[src/rtl/alu_result_capture.sv]
// Capture FIFO on the ALU output side: tags each sampled result with a sequence
// number, buffers DEPTH entries for a valid/ready reader and tracks dropped captures.
module alu_result_capture #(
  parameter int DEPTH = 8,
  parameter int AW    = 3
) (
  input  logic          clk,
  input  logic          rst,
  input  logic          captura_valida,
  input  logic [2:0]    Codigo_OP,
  input  logic [15:0]   Resultado,
  input  logic          banderaA,
  input  logic          banderaB,
  output logic          rd_valid,
  input  logic          rd_ready,
  output logic [28:0]   rd_dato,
  output logic [AW:0]   cuenta,
  output logic          lleno,
  output logic          vacio,
  output logic          desborde,
  input  logic          borrar_desborde,
  output logic [7:0]    descartes
);

  localparam logic [AW:0] FULL_CNT = (AW+1)'(DEPTH);
  localparam logic [AW:0] ONE_CNT  = (AW+1)'(1);
  localparam logic [AW-1:0] ONE_PTR = AW'(1);

  logic [28:0]   mem_q [DEPTH];
  logic [28:0]   mem_d [DEPTH];
  logic [AW-1:0] wr_ptr_q, wr_ptr_d;
  logic [AW-1:0] rd_ptr_q, rd_ptr_d;
  logic [AW:0]   cuenta_q, cuenta_d;
  logic [7:0]    seq_q, seq_d;
  logic          desborde_q, desborde_d;
  logic [7:0]    descartes_q, descartes_d;

  logic          rd_fire;
  logic          wr_en;
  logic          drop;
  logic [28:0]   entry;

  assign vacio     = (cuenta_q == '0);
  assign lleno     = (cuenta_q == FULL_CNT);
  assign rd_valid  = !vacio;
  assign cuenta    = cuenta_q;
  assign desborde  = desborde_q;
  assign descartes = descartes_q;
  assign rd_dato   = vacio ? '0 : mem_q[rd_ptr_q];

  // A read in the same cycle frees a slot, so a full FIFO can still accept.
  assign rd_fire = rd_valid && rd_ready;
  assign wr_en   = captura_valida && (!lleno || rd_fire);
  assign drop    = captura_valida && lleno && !rd_fire;
  assign entry   = {seq_q, Codigo_OP, banderaA, banderaB, Resultado};

  always_comb begin
    mem_d       = mem_q;
    wr_ptr_d    = wr_ptr_q;
    rd_ptr_d    = rd_ptr_q;
    cuenta_d    = cuenta_q;
    seq_d       = seq_q;
    desborde_d  = desborde_q;
    descartes_d = descartes_q;

    if (wr_en) begin
      mem_d[wr_ptr_q] = entry;
      wr_ptr_d        = wr_ptr_q + ONE_PTR;
    end
    if (rd_fire) begin
      rd_ptr_d = rd_ptr_q + ONE_PTR;
    end
    if (wr_en && !rd_fire) begin
      cuenta_d = cuenta_q + ONE_CNT;
    end else if (rd_fire && !wr_en) begin
      cuenta_d = cuenta_q - ONE_CNT;
    end

    // Every strobe consumes a sequence number so the reader can spot gaps.
    if (captura_valida) begin
      seq_d = seq_q + 8'd1;
    end

    if (drop) begin
      desborde_d = 1'b1;
      if (borrar_desborde) begin
        descartes_d = 8'd1;
      end else if (descartes_q != 8'hFF) begin
        descartes_d = descartes_q + 8'd1;
      end
    end else if (borrar_desborde) begin
      desborde_d  = 1'b0;
      descartes_d = 8'd0;
    end
  end

  always_ff @(posedge clk) begin
    if (rst) begin
      wr_ptr_q    <= '0;
      rd_ptr_q    <= '0;
      cuenta_q    <= '0;
      seq_q       <= '0;
      desborde_q  <= 1'b0;
      descartes_q <= '0;
    end else begin
      wr_ptr_q    <= wr_ptr_d;
      rd_ptr_q    <= rd_ptr_d;
      cuenta_q    <= cuenta_d;
      seq_q       <= seq_d;
      desborde_q  <= desborde_d;
      descartes_q <= descartes_d;
    end
  end

  // Storage needs no reset: occupancy gates everything the reader can see.
  always_ff @(posedge clk) begin
    mem_q <= mem_d;
  end

endmodule

[config.mk]
export PLATFORM = sky130hd
export DESIGN_NAME = alu_result_capture
export DESIGN_NICKNAME = d
export VERILOG_FILES = /design/src/rtl/alu_result_capture.sv
export SDC_FILE = /design/constraint.sdc
export NUM_CORES = 1
export LEC_CHECK = 0
export CORE_ASPECT_RATIO = 1.2
export CORE_MARGIN = 4
export CORE_UTILIZATION = 29
export DETAILED_ROUTE_END_ITERATION = 16
export PLACE_DENSITY = 0.52
export RECOVER_POWER = 100
export SYNTH_ARGS = -nofsm -noshare
export SYNTH_HDL_FRONTEND = slang
export SYNTH_SLANG_ARGS = --single-unit
[constraint.sdc]
create_clock -name clk -period 5.53 [get_ports clk]
set_input_delay 1.106 -clock clk [delete_from_list [all_inputs] [get_ports clk]]
set_output_delay 1.106 -clock clk [all_outputs]
set_load 0.05 [all_outputs]
# After elaboration in Yosys (flattened, before gate mapping)
# Index checks and enable logic that the tools add are counted.
dict set report totals {
  reg_bits 259
  in_bits 26
  out_inout_bits 45
  elab_cells 59
}
dict set report op_classes {
  add_sub_neg 6
  order_cmp 3
  n_eq_ne 2
  muxes 15
  bitwise 2
  reduce_logical 17
}
# operator n
set op_table {}
lappend op_table {{$bwmux W232} 1}
lappend op_table {{$mux W29} 4}
lappend op_table {{$bmux W29 S3} 1}
lappend op_table {{$demux W29 S3} 1}
lappend op_table {{$mux W8} 4}
lappend op_table {{$add A8 B1 Y8 const B} 2}
lappend op_table {{$ge A4 B4 Y1 const B} 2}
lappend op_table {{$mux W4} 2}
lappend op_table {{$ne A8 B8 Y1 const B} 1}
lappend op_table {{$not A3 Y4} 2}
lappend op_table {{$logic_and A1 B1 Y1} 7}
lappend op_table {{$add A3 B1 Y3 const B} 2}
lappend op_table {{$reduce_bool A2 Y1} 3}
lappend op_table {{$add A4 B1 Y4 const B} 1}
lappend op_table {{$eq A4 B4 Y1 const B} 1}
lappend op_table {{$logic_not A1 Y1} 4}
lappend op_table {{$logic_not A4 Y1} 1}
lappend op_table {{$lt A4 B1 Y1 const B} 1}
lappend op_table {{$sub A4 B1 Y4 const B} 1}
lappend op_table {{$mux W1} 2}
lappend op_table {{$reduce_and A2 Y1} 1}
lappend op_table {{$logic_or A1 B1 Y1} 1}

# Depth between registers and ports, before layout
# Gate-level depths: netlist of run 1.
dict set report logic_depth {
  word_depth 9
  depth_mapped 10
  ltp_nobuf 10
}

# Worst setup path after synthesis of run 1
# Ideal clock, no wire load.
dict set report synth_path {
  path_kind {input to register}
  from {input captura_valida}
  to {register mem_q[203] in the netlist's numbering (enable)}
  setup_time_ns 0.488
  arrival_ns 4.179
  t_required_ns 5.042
  slack_ns 0.863
  cell_stages 3
  path_buffers 1
  cell_sequence {buf_2 o21ai_2 nor4_1}
}
dict set report synth_between {
  elab_chain_cells 1
}
# element line
set synth_rtl {}
lappend synth_rtl {{start, declared} 9} ;# input logic captura_valida,
lappend synth_rtl {{$logic_and A1 B1 Y1} 53} ;# assign wr_en = captura_valida && (!lleno || rd_fire);
lappend synth_rtl {{end signal, assigned} 117} ;# mem_q <= mem_d;
lappend synth_rtl {{end, declared} 29} ;# logic [28:0] mem_q [DEPTH];
# Every way passes these cells.
# A chain may end at the register's enable or synchronous reset.

# Worst setup path after layout of run 1
dict set report layout_path {
  from {input captura_valida}
  to {register mem_q[137] in the netlist's numbering (enable)}
}
# The elaborated chain is that of the path after synthesis.

==> metrics.txt, run 1 <==
# TYPE chip_impl_metric gauge
chip_impl_info{name="library_cell_appearing_most_often_on_the_critical_path",value="sky130_fd_sc_hd__clkbuf_1"} 1
chip_impl_metric{name="timing_max_transition_violations_final",unit=""} 82
chip_impl_metric{name="postRouteWirelength",unit="mm"} 21.1
chip_impl_metric{name="clock-skew-final",unit="ns"} 0.0108
chip_impl_info{name="cts_tree",value="yes"} 1
chip_impl_metric{name="crit_path_max_incr_delay",unit="ns"} 1.57
chip_impl_metric{name="ir_worst_vdd",unit="mV"} 0.244
chip_impl_metric{name="die-area",unit="mm2"} 0.0381
chip_impl_metric{name="layout-drive-gt1-share",unit="%"} 19.2
chip_impl_metric{name="route.vias.total",unit=""} 5051
chip_impl_metric{name="synthesis_warning_total",unit=""} 0
chip_impl_metric{name="count_of_endpoints_failing_setup_in_the_final_report",unit=""} 0
chip_impl_metric{name="drt_iter0_markers",unit=""} 204
chip_impl_metric{name="mappedNetlistArea",unit="mm2"} 0.0101
chip_impl_metric{name="yosys_register_bits",unit=""} 259
chip_impl_metric{name="grt_antenna_before_repair",unit=""} 0
chip_impl_info{name="failing_checks",value="capacitance limit, slew limit"} 1
chip_impl_metric{name="rows",unit=""} 74
chip_impl_metric{name="timing.critical_path.arrival",unit="ns"} 4.69
chip_impl_metric{name="num-nets-final",unit=""} 654
chip_impl_metric{name="drt_met1_wl",unit="mm"} 8.76
chip_impl_metric{name="post-layout-total-power",unit="mW"} 5.77
chip_impl_metric{name="max_slew.worst_pin.slew",unit="ns"} 2.36
chip_impl_metric{name="boundaryPins",unit=""} 71
chip_impl_metric{name="detailroute.wirelength.met2",unit="mm"} 11.2
chip_impl_info{name="ys_top_cells_by_area",value="sky130_fd_sc_hd__edfxtp_1 (69%), sky130_fd_sc_hd__mux4_2 (13%), sky130_fd_sc_hd__dfxtp_1 (5.3%)"} 1
chip_impl_metric{name="syn_nets",unit=""} 563
chip_impl_info{name="setup_repair_after_global_routing_missed_its_margin",value="no"} 1
chip_impl_metric{name="post_cts_resize_count",unit=""} 0
chip_impl_info{name="most-common-layout-cells",value="sky130_fd_sc_hd__edfxtp_1 (232), sky130_fd_sc_hd__dlygate4sd3_1 (67), sky130_fd_sc_hd__mux4_2 (58), sky130_fd_sc_hd__nor2_1 (48), sky130_fd_sc_hd__mux2i_1 (33)"} 1
chip_impl_metric{name="avgRoutedWirePerCell",unit="um"} 19.2
chip_impl_metric{name="fmaxAchievable",unit="GHz"} 0.220
chip_impl_metric{name="postSynthCellCount",unit=""} 529
chip_impl_metric{name="final_layout_fill_cell_count",unit=""} 3230
chip_impl_metric{name="period_share",unit="%"} 82.3
chip_impl_info{name="top_layer_used",value="met4"} 1
chip_impl_info{name="primary_ff_master_synth",value="sky130_fd_sc_hd__edfxtp_1"} 1
chip_impl_metric{name="die-height",unit="um"} 213
chip_impl_metric{name="wl_met3",unit="um"} 754
chip_impl_metric{name="tritoncts_num_sinks",unit=""} 259
chip_impl_metric{name="setup_fix_bufs_post_cts",unit=""} 0
chip_impl_metric{name="max-clock-path-buffers",unit=""} 3
chip_impl_metric{name="async_flop_share",unit="%"} 0
chip_impl_info{name="critPathLaunchType",value="primary input"} 1
chip_impl_metric{name="cp.required",unit="ns"} 5.67
chip_impl_metric{name="p_leak",unit="nW"} 3.90
chip_impl_metric{name="numPortBuffers",unit=""} 70
chip_impl_info{name="final_common_cell",value="sky130_fd_sc_hd__edfxtp_1"} 1
chip_impl_info{name="run_status",value="finished, violations left"} 1
chip_impl_metric{name="drc",unit=""} 0
chip_impl_metric{name="firstDrtPassIters",unit=""} 4
chip_impl_metric{name="floorplan.initialDensity",unit="%"} 29.6
chip_impl_metric{name="chipWidth",unit="um"} 179
chip_impl_metric{name="crit_path_max_fanout",unit=""} 10
chip_impl_metric{name="cts.reportedPaths.clkPinSlew",unit="ns"} 0.06
chip_impl_metric{name="clk_latency",unit="ns"} 0.51
chip_impl_metric{name="worst_slew_margin_rel",unit="%"} -57.3
chip_impl_metric{name="hold_buffers",unit=""} 0
chip_impl_info{name="crit_type",value="in2reg"} 1
chip_impl_metric{name="finalSetupTns",unit="ns"} 0
chip_impl_metric{name="synth_top_area_share",unit="%"} 68.7
chip_impl_metric{name="finalWeightedCongestion",unit=""} 0.734
chip_impl_metric{name="average_size_of_a_mapped_cell",unit="um2"} 19.2
chip_impl_metric{name="antenna-diode-count",unit=""} 0
chip_impl_metric{name="dp_hpwl",unit="mm"} 12.7
chip_impl_metric{name="layout_min_cycle_time",unit="ns"} 4.55
chip_impl_metric{name="area_growth_syn_to_layout",unit="%"} 21.2
chip_impl_metric{name="yosysUniqueCellTypes",unit=""} 41
chip_impl_metric{name="drv.max_cap_violation_count",unit=""} 4
chip_impl_metric{name="ant_nets",unit=""} 0
chip_impl_metric{name="multi_input_area",unit="mm2"} 0.00251
chip_impl_metric{name="seq_area_frac_synth",unit="%"} 74.0
chip_impl_info{name="timing.critical_path.max_delay_family",value="simple AND/OR/NAND/NOR gates"} 1
chip_impl_metric{name="htree_levels",unit=""} 1
chip_impl_info{name="synth_area_leader_cell",value="sky130_fd_sc_hd__edfxtp_1"} 1
chip_impl_metric{name="avgViaCountPerCell",unit=""} 4.61
chip_impl_metric{name="finalHoldViolations",unit=""} 0
chip_impl_metric{name="pwr_per_cell_area",unit="mW/mm2"} 469
chip_impl_info{name="cts-root-buf",value="sky130_fd_sc_hd__clkbuf_16"} 1
chip_impl_metric{name="floorplan.core_area",unit="mm2"} 0.0343
chip_impl_metric{name="cp_num_buf_inv",unit=""} 3
chip_impl_info{name="holdCritPathClass",value="reg2reg"} 1
chip_impl_info{name="critical_path.slowest_cell",value="sky130_fd_sc_hd__nor3_1"} 1
chip_impl_metric{name="first_pass_grt_wire_length",unit="mm"} 32.7
chip_impl_info{name="path_cells",value="dlygate4sd3_1 > clkbuf_1 > o21ai_0 > nor3_1 > clkbuf_1"} 1
chip_impl_metric{name="synth_enable_flop_cells",unit=""} 232
chip_impl_metric{name="seq_area",unit="mm2"} 0.00751
chip_impl_metric{name="largest_net_degree_at_the_start_of_global_routing",unit=""} 49
chip_impl_metric{name="first_global_vias",unit=""} 5528
chip_impl_metric{name="grt-ovfl-total",unit=""} 0
chip_impl_info{name="endpoint_kind",value="register"} 1
chip_impl_metric{name="global_route.usage.total",unit="%"} 11.2
chip_impl_metric{name="total_cts_buffers",unit=""} 27
[sequential cells by signal, summed over array words and instances, names as in the netlist]
signal	count
desborde	1
rd_ptr_q	3
descartes	8
seq_q	8
wr_ptr_q	3
cuenta	4
mem_q	232
[power breakdown]
group	total (mW)	switching, mW	internal, mW
combinational	1.71	1.06	0.651
clock	1.72	0.712	1.01
sequential	2.34	0.104	2.23
[synth_stat cells (all sizes together), types with 4 or more instances]
library cell and instances:
a21oi 11, mux2i 33, dfxtp 27, nand3 6, xor2 8, nor2 50, inv 5, edfxtp 232
nand4 6, nor3 6, nand2 12, or3 4, buf 11, o21ai 6, clkbuf 17, mux4 58
ha 7
[metal layers]
layer	vias to the layer above	global-route usage (%)
met2	80	20.3
met1	2647	14.2
li1	2295	-
met5	-	0
met3	29	1.58
met4	0	2.89
[layout make-up]
cell class | instances | area share, %
Tap cell | 456 | 4.64
Timing Repair Buffer | 90 | 6.64
Multi-Input combinational cell | 236 | 20.4
Clock buffer | 31 | 5.78
Clock inverter | 18 | 1.17
Sequential cell | 259 | 61.1
Inverter | 6 | 0.224
[logic make-up (layout without fill, tap and decap cells)]
logic type                 Yosys count  in the layout  synth area share [%]
AOI/OAI and AO/OA                   27             27                  1.68
DFF                                259            259                  74.0
xor gates and xnor gates            11             11                 0.950
muxes                               92             92                  16.2
buffers and inverters               34            145                  1.47
and+or+nand+nor                     98             98                  4.62
adders and majority gates            8              8                  1.06
[stage by stage]
step	util (%)	instance area, um2	hold WS (ns)	setup slack [ns]	instances
global route	35.9	12300	0.505	0.621	1096
floorplan	-	10100	0.498	0.863	529
detailed placement	33.6	11500	0.470	1.71	1047
CTS	36.1	12400	0.488	1.17	1096
global placement	33.6	11500	0.464	1.78	1047
finish	35.9	12300	0.484	0.980	1096
[worst paths after layout]
| path | startpoint | to | slack [ns] | cells after the start |
|---|---|---|---|---|
| setup / recovery | captura_valida | mem_q[137]$_DFFE_PP_ | 0.98 | 5 |
| hold reg to reg | desborde$_SDFFE_PP0P_ | desborde$_SDFFE_PP0P_ | 0.48 | 2 |
| hold / removal | desborde$_SDFFE_PP0P_ | desborde$_SDFFE_PP0P_ | 0.48 | 2 |
| setup reg to reg | cuenta[0]$_SDFFE_PP0P_ | mem_q[137]$_DFFE_PP_ | 2.02 | 4 |
[worst reg2reg max path: stages (launching register included)]
cell and delay (ns):
sky130_fd_sc_hd__dfxtp_1 0.46, sky130_fd_sc_hd__or4b_4 0.23, sky130_fd_sc_hd__o21ai_0 0.25, sky130_fd_sc_hd__nor3_1 1.57
sky130_fd_sc_hd__clkbuf_1 0.61
No activity file was read; power rests on OpenSTA's default activity.
==> run 2, diff against run 1 <==
==> constraint.sdc (replaced) <==
create_clock -name clk -period 4.6 [get_ports clk]
set_input_delay 0.92 -clock clk [delete_from_list [all_inputs] [get_ports clk]]
set_output_delay 0.92 -clock clk [all_outputs]
set_load 0.05 [all_outputs]
==> run 2 against run 1 <==
The run now ends clean; global-route usage grew 0.056 points; sequential power grew 20%; worst hold slack gained 0.0044 ns; final area grew 0.30%; non-clock buffer count shrank 3; critical endpoint is now rd_dato[8].
==> metrics.txt, run 2 (synthesis gave the netlist of run 1 again) <==
# TYPE chip_impl_metric gauge
chip_impl_info{name="run_status",value="finished clean"} 1
chip_impl_metric{name="cts.reportedPaths.clkPinSlew",unit="ns"} 0.06
chip_impl_metric{name="route.vias.total",unit=""} 5026
chip_impl_info{name="crit_type",value="reg2out"} 1
chip_impl_metric{name="floorplan.core_area",unit="mm2"} 0.0343
chip_impl_metric{name="timing_max_transition_violations_final",unit=""} 0
chip_impl_metric{name="cp_num_buf_inv",unit=""} 3
chip_impl_metric{name="ir_worst_vdd",unit="mV"} 0.329
chip_impl_metric{name="layout_min_cycle_time",unit="ns"} 4.07
chip_impl_metric{name="grt_antenna_before_repair",unit=""} 0
chip_impl_metric{name="floorplan.initialDensity",unit="%"} 29.6
chip_impl_metric{name="final_layout_fill_cell_count",unit=""} 3222
chip_impl_metric{name="dp_hpwl",unit="mm"} 12.6
chip_impl_metric{name="timing.critical_path.arrival",unit="ns"} 3.15
chip_impl_info{name="critical_path.endpoint",value="rd_dato[8]"} 1
chip_impl_metric{name="drt_iter0_markers",unit=""} 190
chip_impl_metric{name="numPortBuffers",unit=""} 70
chip_impl_metric{name="finalHoldViolations",unit=""} 0
chip_impl_metric{name="internal",unit="mW"} 4.83
chip_impl_metric{name="first_global_vias",unit=""} 5445
chip_impl_metric{name="power.share.clock",unit="%"} 30.9
chip_impl_metric{name="firstDrtPassIters",unit=""} 4
chip_impl_metric{name="hold_buffers",unit=""} 0
chip_impl_metric{name="finalSetupTns",unit="ns"} 0
chip_impl_info{name="final_common_cell",value="sky130_fd_sc_hd__edfxtp_1"} 1
chip_impl_metric{name="crit_path_max_fanout",unit=""} 15
chip_impl_metric{name="flip_flop_count_of_the_largest_register_all_copies_and_words_added",unit=""} 232
chip_impl_metric{name="die-height",unit="um"} 213
chip_impl_metric{name="worst_slew_margin_rel",unit="%"} 19.9
chip_impl_metric{name="tritoncts_num_sinks",unit=""} 259
chip_impl_info{name="timing.critical_path.max_delay_family",value="buffers and inverters"} 1
chip_impl_metric{name="number_of_cells_on_the_worst_reg_to_reg_path",unit=""} 10
chip_impl_info{name="r2r-end",value="cuenta[3]$_SDFFE_PP0P_"} 1
chip_impl_metric{name="cp.required",unit="ns"} 3.68
chip_impl_metric{name="fmaxAchievable",unit="GHz"} 0.245
chip_impl_metric{name="postRouteWirelength",unit="mm"} 21.4
chip_impl_info{name="cts_tree",value="yes"} 1
chip_impl_metric{name="hold_slack",unit="ns"} 0.488
chip_impl_metric{name="count_of_endpoints_failing_setup_in_the_final_report",unit=""} 0
chip_impl_metric{name="worst-path-stages",unit=""} 5
chip_impl_info{name="critPathLaunchType",value="register"} 1
chip_impl_metric{name="num-nets-final",unit=""} 650
chip_impl_metric{name="period_share",unit="%"} 88.6
chip_impl_info{name="setup_repair_after_global_routing_missed_its_margin",value="no"} 1
chip_impl_metric{name="post_cts_resize_count",unit=""} 0
chip_impl_info{name="top_register",value="mem_q"} 1
chip_impl_metric{name="avgViaCountPerCell",unit=""} 4.60
chip_impl_metric{name="reg2reg_setup_slack",unit="ns"} 0.86
chip_impl_metric{name="first_pass_grt_wire_length",unit="mm"} 32.7
chip_impl_metric{name="drv.max_cap_violation_count",unit=""} 0
chip_impl_metric{name="total_cts_buffers",unit=""} 26
chip_impl_metric{name="htree_levels",unit=""} 1
chip_impl_metric{name="drc",unit=""} 0
chip_impl_metric{name="rows",unit=""} 74
chip_impl_metric{name="seqPwrFrac",unit="%"} 39.5
chip_impl_info{name="endpoint_kind",value="output port"} 1
chip_impl_metric{name="clk_latency",unit="ns"} 0.53
chip_impl_metric{name="postLayoutSetupSlackWorst",unit="ns"} 0.526
chip_impl_metric{name="p_leak",unit="nW"} 3.93
chip_impl_metric{name="place_worst_setup_slack",unit="ns"} 0.920
chip_impl_info{name="holdCritPathClass",value="reg2reg"} 1
chip_impl_metric{name="crit_path_max_incr_delay",unit="ns"} 0.77
chip_impl_info{name="critical_path.reg2reg.startpoint",value="cuenta[0]$_SDFFE_PP0P_"} 1
chip_impl_metric{name="finish.utilization",unit="%"} 36.0
chip_impl_metric{name="boundaryPins",unit=""} 71
chip_impl_info{name="critical_path.slowest_cell",value="sky130_fd_sc_hd__dlygate4sd3_1"} 1
chip_impl_metric{name="max_slew.worst_pin.slew",unit="ns"} 1.20
chip_impl_info{name="path_cells",value="or4_1 > inv_1 > buf_4 > nor2_1 > dlygate4sd3_1"} 1
chip_impl_metric{name="finalWeightedCongestion",unit=""} 0.787
chip_impl_metric{name="area_growth_syn_to_layout",unit="%"} 21.6
chip_impl_metric{name="pwr_per_cell_area",unit="mW/mm2"} 575
chip_impl_metric{name="setup_fix_bufs_post_cts",unit=""} 0
chip_impl_metric{name="avgRoutedWirePerCell",unit="um"} 19.6
chip_impl_info{name="most-common-layout-cells",value="sky130_fd_sc_hd__edfxtp_1 (232), sky130_fd_sc_hd__dlygate4sd3_1 (67), sky130_fd_sc_hd__mux4_2 (58), sky130_fd_sc_hd__nor2_1 (50), sky130_fd_sc_hd__mux2i_1 (33)"} 1
chip_impl_metric{name="die-area",unit="mm2"} 0.0381
chip_impl_metric{name="antenna-diode-count",unit=""} 0
chip_impl_metric{name="swShare",unit="%"} 31.9
chip_impl_metric{name="layout-drive-gt1-share",unit="%"} 19.0
chip_impl_metric{name="post-layout-total-power",unit="mW"} 7.09
chip_impl_metric{name="chipWidth",unit="um"} 179
chip_impl_info{name="worst_setup_path_start",value="cuenta[0]$_SDFFE_PP0P_"} 1
chip_impl_metric{name="p_switching",unit="mW"} 2.26
chip_impl_metric{name="clock-skew-final",unit="ns"} 0.0122
chip_impl_metric{name="global_route.usage.total",unit="%"} 11.3
chip_impl_metric{name="max-clock-path-buffers",unit=""} 3
chip_impl_metric{name="power_frac_comb",unit="%"} 29.6
chip_impl_info{name="cts-root-buf",value="sky130_fd_sc_hd__clkbuf_16"} 1
chip_impl_metric{name="grt-ovfl-total",unit=""} 0
chip_impl_metric{name="ant_nets",unit=""} 0
chip_impl_metric{name="largest_net_degree_at_the_start_of_global_routing",unit=""} 43
==> run 2: changes by cell type in the layout (fill, tap and decap cells not counted), moves of 2 or more <==
cell	previous run	this run
sky130_fd_sc_hd__clkbuf_1	13	7
sky130_fd_sc_hd__clkbuf_2	2	8
sky130_fd_sc_hd__clkinv_2	7	2
sky130_fd_sc_hd__bufinv_16	2	5
sky130_fd_sc_hd__clkinv_1	5	8
sky130_fd_sc_hd__clkbuf_8	2	0
sky130_fd_sc_hd__clkinv_4	3	1
sky130_fd_sc_hd__nor2_1	48	50
sky130_fd_sc_hd__nor2_4	2	0
sky130_fd_sc_hd__nor3_1	5	3
sky130_fd_sc_hd__nor3_2	1	3
==> run 2: area by class of cell <==
type                            count  area (um2)  area share [%]
Sequential cell                   259        7510            60.9
Multi-Input combinational cell    236        2500            20.3
Timing Repair Buffer               87         826            6.70
Clock buffer                       32         694            5.63
Tap cell                          456         571            4.63
Clock inverter                     16         198            1.60
Inverter                            6        27.5           0.223
==> run 2: metrics by stage <==
stage          cells  instance area, um2
2_1_floorplan    529               10100
3_3_place_gp    1044               11500
3_5_place_dp    1044               11500
4_1_cts         1092               12400
5_1_grt         1092               12300
6_report        1092               12300
==> run 2: metal layers <==
metal	GRT usage [%]	wire, um	vias to the layer above	share of wire, %
li1	-	-	2289	-
met1	14.0	8990	2605	42
met2	20.1	10900	100	51
met3	2.05	994	32	4.7
met4	3.28	432	0	2.0
met5	0	0	-	0
==> run 2: how the worst min path moves through the flow <==
stage                                   startpoint  depth (start not counted)                        to  slack, ns
after floorplan           wr_ptr_q[1]$_SDFFE_PP0P_                          2  wr_ptr_q[1]$_SDFFE_PP0P_       0.50
after global placement       desborde$_SDFFE_PP0P_                          2     desborde$_SDFFE_PP0P_       0.46
after detailed placement     desborde$_SDFFE_PP0P_                          2     desborde$_SDFFE_PP0P_       0.47
after CTS                    desborde$_SDFFE_PP0P_                          2     desborde$_SDFFE_PP0P_       0.49
after global routing         desborde$_SDFFE_PP0P_                          2     desborde$_SDFFE_PP0P_       0.53
final                        desborde$_SDFFE_PP0P_                          2     desborde$_SDFFE_PP0P_       0.49
==> run 2: power groups by stage <==
stage               Sequential, mW  Clock (mW)  Combinational, mW
floorplan                     2.82           0               1.55
global placement              2.85           0               2.22
detailed placement            2.86           0               2.23
CTS                           2.81        2.26               2.24
global route                  2.82        2.36               2.24
finish                        2.80        2.19               2.10
==> run 2: tightest hold or removal path, delay by kind of cell (launching register included) <==
kind	cells	cell delay, ns
and+or+nand+nor	1	0.07
AOI/OAI and AO/OA	1	0.06
DFF	1	0.31
==> run 3, diff against run 2 <==
--- a/config.mk
+++ b/config.mk
@@ -6,7 +6,7 @@
 export NUM_CORES = 1
 export LEC_CHECK = 0
 export CORE_ASPECT_RATIO = 1.2
-export CORE_MARGIN = 4
+export CORE_MARGIN = 3
 export CORE_UTILIZATION = 29
 export DETAILED_ROUTE_END_ITERATION = 16
 export PLACE_DENSITY = 0.52
==> run 3 against run 2 <==
Highest routed layer unchanged; critical path depth unchanged; wire length increased by 2.0%; clock power shrank 4%; largest power group unchanged; first-iteration DRC count increased by 24%.
==> metrics.txt, run 3 (synthesis gave the netlist of run 1 again) <==
# TYPE chip_impl_metric gauge
chip_impl_metric{name="route.vias.total",unit=""} 5096
chip_impl_metric{name="layout_min_cycle_time",unit="ns"} 4.15
chip_impl_metric{name="die-area",unit="mm2"} 0.0373
chip_impl_info{name="r2r-end",value="cuenta[3]$_SDFFE_PP0P_"} 1
chip_impl_metric{name="period_share",unit="%"} 90.2
chip_impl_metric{name="global_route.usage.total",unit="%"} 11.8
chip_impl_metric{name="firstDrtPassIters",unit=""} 4
chip_impl_metric{name="count_of_endpoints_failing_setup_in_the_final_report",unit=""} 0
chip_impl_info{name="path_cells",value="buf_12 > mux4_2 > mux2i_1 > nor2_1 > clkdlybuf4s50_1"} 1
chip_impl_info{name="run_status",value="finished clean"} 1
chip_impl_metric{name="reg2reg_setup_slack",unit="ns"} 0.96
chip_impl_metric{name="avgRoutedWirePerCell",unit="um"} 20.0
chip_impl_metric{name="finalSetupTns",unit="ns"} 0
chip_impl_metric{name="pwr_per_cell_area",unit="mW/mm2"} 570
chip_impl_metric{name="crit_path_max_incr_delay",unit="ns"} 0.88
chip_impl_info{name="cts-root-buf",value="sky130_fd_sc_hd__clkbuf_16"} 1
chip_impl_metric{name="timing_max_transition_violations_final",unit=""} 0
chip_impl_metric{name="first_global_vias",unit=""} 5516
chip_impl_metric{name="final_cell_area",unit="mm2"} 0.0123
chip_impl_info{name="final_common_cell",value="sky130_fd_sc_hd__edfxtp_1"} 1
chip_impl_metric{name="max-clock-path-buffers",unit=""} 3
chip_impl_metric{name="cts.reportedPaths.clkPinSlew",unit="ns"} 0.06
chip_impl_metric{name="p_leak",unit="nW"} 3.91
chip_impl_metric{name="max_slew.worst_pin.slew",unit="ns"} 1.16
chip_impl_metric{name="first_pass_grt_wire_length",unit="mm"} 33.5
chip_impl_metric{name="hold_buffers",unit=""} 0
chip_impl_metric{name="timing.critical_path.arrival",unit="ns"} 3.23
chip_impl_info{name="critical_path.reg2reg.startpoint",value="cuenta[0]$_SDFFE_PP0P_"} 1
chip_impl_info{name="holdCritPathClass",value="reg2reg"} 1
chip_impl_metric{name="place_area",unit="mm2"} 0.0115
chip_impl_metric{name="hold_slack",unit="ns"} 0.472
chip_impl_metric{name="die-height",unit="um"} 211
chip_impl_metric{name="boundaryPins",unit=""} 71
chip_impl_metric{name="drc",unit=""} 0
chip_impl_metric{name="final_layout_fill_cell_count",unit=""} 3244
chip_impl_info{name="setup_repair_after_global_routing_missed_its_margin",value="no"} 1
chip_impl_metric{name="area_growth_syn_to_layout",unit="%"} 21.4
chip_impl_metric{name="flip_flop_count_of_the_largest_register_all_copies_and_words_added",unit=""} 232
chip_impl_metric{name="cp_num_buf_inv",unit=""} 2
chip_impl_metric{name="finalWeightedCongestion",unit=""} 0.719
chip_impl_info{name="critical_path.slowest_cell",value="sky130_fd_sc_hd__dfxtp_1"} 1
chip_impl_metric{name="fmaxAchievable",unit="GHz"} 0.241
chip_impl_metric{name="postRouteWirelength",unit="mm"} 21.8
chip_impl_metric{name="drt_iter0_markers",unit=""} 236
chip_impl_info{name="most-common-layout-cells",value="sky130_fd_sc_hd__edfxtp_1 (232), sky130_fd_sc_hd__dlygate4sd3_1 (64), sky130_fd_sc_hd__mux4_2 (58), sky130_fd_sc_hd__nor2_1 (47), sky130_fd_sc_hd__mux2i_1 (33)"} 1
chip_impl_metric{name="clock-skew-final",unit="ns"} 0.00832
chip_impl_metric{name="ant_nets",unit=""} 0
chip_impl_info{name="worst_setup_path_start",value="rd_ptr_q[1]$_SDFFE_PP0P_"} 1
chip_impl_metric{name="grt-ovfl-total",unit=""} 0
chip_impl_metric{name="tritoncts_num_sinks",unit=""} 259
chip_impl_metric{name="final-instance-count-excl-fill",unit=""} 1089
chip_impl_metric{name="dp_hpwl",unit="mm"} 12.2
chip_impl_info{name="critPathLaunchType",value="register"} 1
chip_impl_metric{name="setup_fix_bufs_post_cts",unit=""} 0
chip_impl_metric{name="post_cts_resize_count",unit=""} 0
chip_impl_metric{name="numPortBuffers",unit=""} 70
chip_impl_info{name="timing.critical_path.max_delay_family",value="buffers and inverters"} 1
chip_impl_metric{name="crit_path_max_fanout",unit=""} 46
chip_impl_metric{name="grt_antenna_before_repair",unit=""} 0
chip_impl_metric{name="htree_levels",unit=""} 1
chip_impl_info{name="timing.hold.worst.start",value="desborde$_SDFFE_PP0P_"} 1
chip_impl_metric{name="chipWidth",unit="um"} 177
chip_impl_metric{name="seq_area",unit="mm2"} 0.00751
chip_impl_metric{name="clk_latency",unit="ns"} 0.52
chip_impl_metric{name="worstHoldPathCells",unit=""} 2
chip_impl_info{name="whs_endpoint",value="desborde$_SDFFE_PP0P_"} 1
chip_impl_metric{name="antenna-diode-count",unit=""} 0
chip_impl_metric{name="total_cts_buffers",unit=""} 26
chip_impl_metric{name="cp.required",unit="ns"} 3.68
chip_impl_metric{name="drv.max_cap_violation_count",unit=""} 0
chip_impl_info{name="cts_tree",value="yes"} 1
chip_impl_metric{name="num-nets-final",unit=""} 648
chip_impl_metric{name="rows",unit=""} 74
chip_impl_metric{name="worst_slew_margin_rel",unit="%"} 22.6
chip_impl_metric{name="number_of_cells_on_the_worst_reg_to_reg_path",unit=""} 10
chip_impl_metric{name="multi_input_area",unit="mm2"} 0.00253
chip_impl_info{name="endpoint_kind",value="output port"} 1
chip_impl_metric{name="avgViaCountPerCell",unit=""} 4.68
chip_impl_metric{name="dpl.cell_count",unit=""} 1042
chip_impl_metric{name="ir_worst_vdd",unit="mV"} 0.246
chip_impl_metric{name="layout-drive-gt1-share",unit="%"} 20.2
chip_impl_info{name="top_register",value="mem_q"} 1
chip_impl_metric{name="floorplan.initialDensity",unit="%"} 29.6
chip_impl_metric{name="floorplan.core_area",unit="mm2"} 0.0343
chip_impl_metric{name="largest_net_degree_at_the_start_of_global_routing",unit=""} 47
chip_impl_metric{name="finalHoldViolations",unit=""} 0
chip_impl_info{name="crit_type",value="reg2out"} 1
run 3: changes by cell type in the layout (fill, tap and decap cells not counted), moves of 2 or more:
| cell | change |
|---|---|
| sky130_fd_sc_hd__clkinv_2 | +3 |
| sky130_fd_sc_hd__dlygate4sd3_1 | -3 |
| sky130_fd_sc_hd__clkinv_4 | +2 |
| sky130_fd_sc_hd__bufinv_16 | -2 |
| sky130_fd_sc_hd__nor2_1 | -3 |
| sky130_fd_sc_hd__clkinv_1 | -5 |
| sky130_fd_sc_hd__clkdlybuf4s50_1 | +3 |
| sky130_fd_sc_hd__nor2_4 | +3 |
| sky130_fd_sc_hd__clkbuf_1 | -3 |
run 3: how the worst max path moves through the flow:
stage	to	slack, ns	depth (start not counted)
2_1_floorplan	mem_q[203]$_DFFE_PP_	0.12	3
3_3_place_gp	cuenta[3]$_SDFFE_PP0P_	1.09	10
3_5_place_dp	cuenta[3]$_SDFFE_PP0P_	1.00	10
4_1_cts	rd_dato[24]	0.56	5
5_1_grt	rd_dato[26]	0.24	5
6_report	rd_dato[27]	0.45	5
run 3: report_power, final:
group          leakage, nW  total (mW)  internal, mW  switching [mW]
logic                 1.16        2.10         0.797            1.31
clock network        0.422        2.11          1.25           0.868
registers             2.33        2.80          2.68           0.115
total                 3.91        7.02          4.73            2.29
run 3: per-stage QoR:
| stage | util (%) | setup slack [ns] | total power, mW |
|---|---|---|---|
| finish | 36.0 | 0.452 | 7.02 |
| floorplan | - | 0.119 | 4.36 |
| global placement | 33.5 | 1.09 | 5.06 |
| global route | 36.0 | 0.235 | 7.34 |
| detailed placement | 33.5 | 1.00 | 5.08 |
| CTS | 36.1 | 0.557 | 7.21 |
run 3: worst min-delay path: cells and delay by family (launching register included):
kind	cells	cell delay, ns
compound gates	1	0.06
simple gates	1	0.06
flops	1	0.31
run 3: metal layers:
metal	track usage, %	wire [um]	vias up
met5	0	0	-
li1	-	-	2290
met4	2.87	379	0
met3	1.62	794	26
met2	21.7	11600	109
met1	14.7	9010	2671
run 3: layout make-up:
cell class	count	share of cell area, %
Tap cell	456	4.63
Clock inverter	17	1.45
Clock buffer	30	5.58
Sequential cell	259	61.0
Timing Repair Buffer	85	6.61
Multi-Input combinational cell	236	20.5
Inverter	6	0.223
